===== config.mk =====
export PLATFORM = sky130hd
export DESIGN_NAME = divu16_nonrestoring
export DESIGN_NICKNAME = d
export VERILOG_FILES = /design/src/rtl/divu16_nonrestoring.sv
export SDC_FILE = /design/constraint.sdc
export NUM_CORES = 1
export LEC_CHECK = 0
export CORE_ASPECT_RATIO = 1.25
export CORE_UTILIZATION = 25
export CTS_BUF_LIST = sky130_fd_sc_hd__clkbuf_8
export CTS_CLUSTER_SIZE = 40
export DETAILED_ROUTE_END_ITERATION = 16
export HOLD_SLACK_MARGIN = 0.1
export PLACE_DENSITY = 0.41
export SYNTH_ARGS = -nofsm -noshare
export SYNTH_HDL_FRONTEND = slang
export SYNTH_SLANG_ARGS = --single-unit

===== constraint.sdc =====
create_clock -name clk -period 6.6 [get_ports clk]
set_clock_uncertainty 0.1 [all_clocks]
set_input_delay 1.32 -clock clk [delete_from_list [all_inputs] [get_ports clk]]
set_output_delay 1.32 -clock clk [all_outputs]
set_load 0.02 [all_outputs]

===== src/rtl/divu16_nonrestoring.sv =====
// Sequential unsigned divider, radix-2 non-restoring. One quotient bit per clock
// through a single (WIDTH+1)-bit add/subtract datapath, start/busy/ready handshake.
module divu16_nonrestoring #(
    parameter int WIDTH = 16
) (
    input  logic                     clk,
    input  logic                     rst,
    input  logic                     start,
    input  logic [WIDTH-1:0]         a,
    input  logic [WIDTH-1:0]         b,
    output logic [WIDTH-1:0]         q,
    output logic [WIDTH-1:0]         r,
    output logic                     busy,
    output logic                     ready,
    output logic                     dz,
    output logic [$clog2(WIDTH)-1:0] count
);

    localparam int CNT_W = $clog2(WIDTH);

    typedef enum logic [0:0] {
        ST_IDLE = 1'b0,
        ST_RUN  = 1'b1
    } state_t;

    state_t             state_r, state_s;
    logic [WIDTH:0]     rem_r, rem_s;
    logic [WIDTH-1:0]   qreg_r, qreg_s;
    logic [WIDTH-1:0]   b_r, b_s;
    logic [CNT_W-1:0]   count_r, count_s;
    logic [WIDTH-1:0]   q_r, q_s;
    logic [WIDTH-1:0]   r_r, r_s;
    logic               busy_r, busy_s;
    logic               ready_r, ready_s;
    logic               dz_r, dz_s;

    logic [WIDTH:0]     shifted_s;
    logic [WIDTH:0]     step_rem_s;
    logic [WIDTH-1:0]   step_q_s;
    logic [WIDTH:0]     corr_rem_s;
    logic               last_s;

    // One non-restoring step: the sign of the old partial remainder picks add or subtract.
    always_comb begin
        shifted_s = {rem_r[WIDTH-1:0], qreg_r[WIDTH-1]};
        if (rem_r[WIDTH]) begin
            step_rem_s = shifted_s + {1'b0, b_r};
        end else begin
            step_rem_s = shifted_s - {1'b0, b_r};
        end
        step_q_s = {qreg_r[WIDTH-2:0], ~step_rem_s[WIDTH]};
        // A negative final remainder is restored by adding the divisor back once.
        if (step_rem_s[WIDTH]) begin
            corr_rem_s = step_rem_s + {1'b0, b_r};
        end else begin
            corr_rem_s = step_rem_s;
        end
        last_s = (count_r == CNT_W'(WIDTH - 1));
    end

    // Next-state and next-output logic for the accept/iterate/finish sequence.
    always_comb begin
        state_s = state_r;
        rem_s   = rem_r;
        qreg_s  = qreg_r;
        b_s     = b_r;
        count_s = count_r;
        q_s     = q_r;
        r_s     = r_r;
        dz_s    = dz_r;
        ready_s = 1'b0;
        case (state_r)
            ST_IDLE: begin
                if (start) begin
                    state_s = ST_RUN;
                    qreg_s  = a;
                    rem_s   = {(WIDTH + 1){1'b0}};
                    b_s     = b;
                    dz_s    = (b == {WIDTH{1'b0}});
                    count_s = {CNT_W{1'b0}};
                end else begin
                    state_s = ST_IDLE;
                end
            end
            ST_RUN: begin
                rem_s  = step_rem_s;
                qreg_s = step_q_s;
                if (last_s) begin
                    state_s = ST_IDLE;
                    q_s     = step_q_s;
                    r_s     = corr_rem_s[WIDTH-1:0];
                    ready_s = 1'b1;
                    count_s = {CNT_W{1'b0}};
                end else begin
                    count_s = count_r + CNT_W'(1);
                end
            end
            default: begin
                state_s = ST_IDLE;
            end
        endcase
        busy_s = (state_s == ST_RUN);
    end

    // State and output registers, cleared immediately by reset.
    always_ff @(posedge clk or posedge rst) begin
        if (rst) begin
            state_r <= ST_IDLE;
            rem_r   <= {(WIDTH + 1){1'b0}};
            qreg_r  <= {WIDTH{1'b0}};
            b_r     <= {WIDTH{1'b0}};
            count_r <= {CNT_W{1'b0}};
            q_r     <= {WIDTH{1'b0}};
            r_r     <= {WIDTH{1'b0}};
            busy_r  <= 1'b0;
            ready_r <= 1'b0;
            dz_r    <= 1'b0;
        end else begin
            state_r <= state_s;
            rem_r   <= rem_s;
            qreg_r  <= qreg_s;
            b_r     <= b_s;
            count_r <= count_s;
            q_r     <= q_s;
            r_r     <= r_s;
            busy_r  <= busy_s;
            ready_r <= ready_s;
            dz_r    <= dz_s;
        end
    end

    assign q     = q_r;
    assign r     = r_r;
    assign busy  = busy_r;
    assign ready = ready_r;
    assign dz    = dz_r;
    assign count = count_r;

endmodule

==> metrics.cfg <==
[outcome]
status = completed

[clock_network]
cts_buffers = 9
clkSlewWorstSetupHoldPaths_ns = 0.10
cts.sinks = 88
post_cts_buffers = 0
htreeDepth = 3
clkLatencyLatePin_ns = 0.38
cts.hold.buffers_added = 0
tritoncts = yes
clock_tree.buffer_depth = 2
cts_resized = 0
cts-root-buf = clkbuf_8

[timing]
worst_pin_slew_ns = 0.923
slew_violations = 0
rsz0062_at_grt = false
finalHoldViolations = 0
min_period_ns = 5.05
slew_headroom_pct = 37.6
setup_tns_ns = 0
max_freq_mhz = 198
setup_viol = 0
timing.final.crit_share_pct = 76.5

[synth]
avgSynthCellArea_sq_um = 8.90
async_reset_ff_share_pct = 100
synth_compound_area_share_pct = 17.4
ys_warn_count = 0
synthFlopType = dfrtp_1
synth_nets = 701
synth-seq-cells = 88
ys_types = 63
synth_edf_count = 0
syn_area_sq_um = 5590
synthXorXnorAreaFrac_pct = 5.80
synthSimpleGateAreaFrac_pct = 20.2
synth_top_family_by_area = simple AND/OR/NAND/NOR gates
syn_inst = 628
muxShareOfSynthArea_pct = 5.28
synth_fa_ha_area_share_pct = 8.77
synth_seq_area_share_pct = 39.4

[global_route]
grt_pass1_wl_mm = 27.4
overflow = 0
grt_pass1_vias = 5135
grt_usage_pct = 15.7
grt_antenna_before_repair = 0
grt_max_degree = 76

[floorplan]
initial_utilization_pct = 25.8
die_w_um = 136
num_io_pins = 74
num_rows = 60
fp.dieH_um = 169
dieArea_sq_um = 23000
coreArea_sq_um = 21700

[min_path]
hold_class = reg2reg
min_path_cells = 2

[placement]
dp_hpwl_mm = 12.3
place_congestion = 0.848
port_buffers = 73

[layout]
area_growth_pct = 22.0
drive_above_1_share_pct = 6.91
final_nets = 764
layout_commonest_cell = nand2_1
antenna_cells = 0
final_cell_mix = nand2_1 (100), dfrtp_1 (87), clkdlybuf4s50_1 (73)

[worst_setup_path]
r2r_setup_slack_ns = 1.55
start_kind = flip-flop
critPathSlowestCell = nor3_1
critPathKind = reg2reg
arrival_ns = 5.25
cpPeakStageDelay_ns = 0.56
path_cells = inv_1, ha_1, nand2_1, nor3_1, nor2_1, xnor2_1, ha_1, or4_1, o21a_1, o21ai_0, o21ai_0, xor2_1, ha_1, nand3_1, nand2_1, a41o_1, o41ai_1, nand2_1, a311o_1, a31oi_1
cp-end-kind = flip-flop
cp_max_fo = 7
cp.required_ns = 6.80
reg2reg_depth = 20

[job]
maxCapViolCount = 0

[detailed_routing]
ant_nets = 0
routedWlPerCell_um = 17.3
postRouteWirelength_mm = 16.9
dr.pass1.iters = 4
vias_per_cell = 4.97
drt_iter0_drc = 240
drc = 0
via_count = 4836

[sequential cells by signal (all words and copies together), names as in the netlist]
name / cells
busy: 1
count: 4
q: 16
r: 16
rem_r: 17
b_r: 16
ready: 1
dz: 1
qreg_r: 16
[synth_stat cells, drive strengths merged (4+ instances only)]
master	number	share of area [%]
a31oi	22	2.5
clkbuf	19	1.3
and3	6	0.67
mux2i	16	2.9
dfrtp	88	39
a21oi	29	2.7
a21o	7	0.94
xor2	16	2.5
or3	5	0.56
nand4	5	0.56
nor4	5	0.67
nor2	36	2.4
nand2b	20	2.2
nor3	15	1.5
buf	8	0.67
a311o	4	0.72
and2	4	0.45
nand3	22	2.1
o21a	5	0.67
nor2b	5	0.56
ha	36	8.1
o21ai	64	5.8
nand2	100	6.7
mux2	12	2.4
o31ai	5	0.67
xnor2	21	3.3
inv	17	1.1
[critical path, delay by kind of cell (launching register included)]
kind                       cells  cell delay, ns
AOI/OAI and AO/OA              7            1.67
xor gates and xnor gates       2            0.48
adders and majority gates      3            0.75
buffers and inverters          1            0.12
DFF                            1            0.46
and+or+nand+nor                7            1.37
[final cells by class]
class	instances	area, sq um
repair buffers	79	776
well taps	279	349
multi-input cells	496	3220
fillers	2250	14900
clock buffers	9	124
flip-flops and latches	88	2200
inverters	17	65.1
clock inverters	6	85.1
[metal layers]
| metal | track usage, % | part of all wire [%] | vias up |
|---|---|---|---|
| met3 | 2.51 | 2.8 | 37 |
| met2 | 29.1 | 53 | 93 |
| met1 | 16.8 | 40 | 2347 |
| met4 | 8.11 | 4.0 | 0 |
| met5 | 0 | 0 | - |
| li1 | - | - | 2359 |
[cell families after synthesis]
logic type,after synthesis
mux,28
fa+ha+maj,38
flops,88
compound gates,157
xor+xnor,37
buf+inv,44
simple gates,236
[final timing paths]
kind,end,startpoint
worst max-delay path,r[14]$_DFFE_PP0P_,b_r[0]$_DFFE_PP0P_
worst min-delay path,q[13]$_DFFE_PP0P_,q[13]$_DFFE_PP0P_
worst max register to register,r[14]$_DFFE_PP0P_,b_r[0]$_DFFE_PP0P_
worst min register to register,q[13]$_DFFE_PP0P_,q[13]$_DFFE_PP0P_
max in group asynchronous,r[0]$_DFFE_PP0P_,rst
min in group asynchronous,count[1]$_DFFE_PP0P_,rst
[metrics by stage]
step | utilization [%] | cells | setup WS, ns | instance area, sq um | hold WS [ns]
after floorplan | - | 628 | 2.29 | 5590 | 0.353
after global placement | 30.5 | 959 | 1.75 | 6610 | 0.361
after detailed placement | 30.5 | 959 | 1.60 | 6610 | 0.361
after CTS | 31.4 | 974 | 1.55 | 6820 | 0.394
after global routing | 31.4 | 974 | 1.03 | 6820 | 0.420
final | 31.4 | 974 | 1.55 | 6820 | 0.391
Power is left out: the tool's default activity adds up to more than one toggle a clock period on the data nets, which glitch-free logic cannot reach.
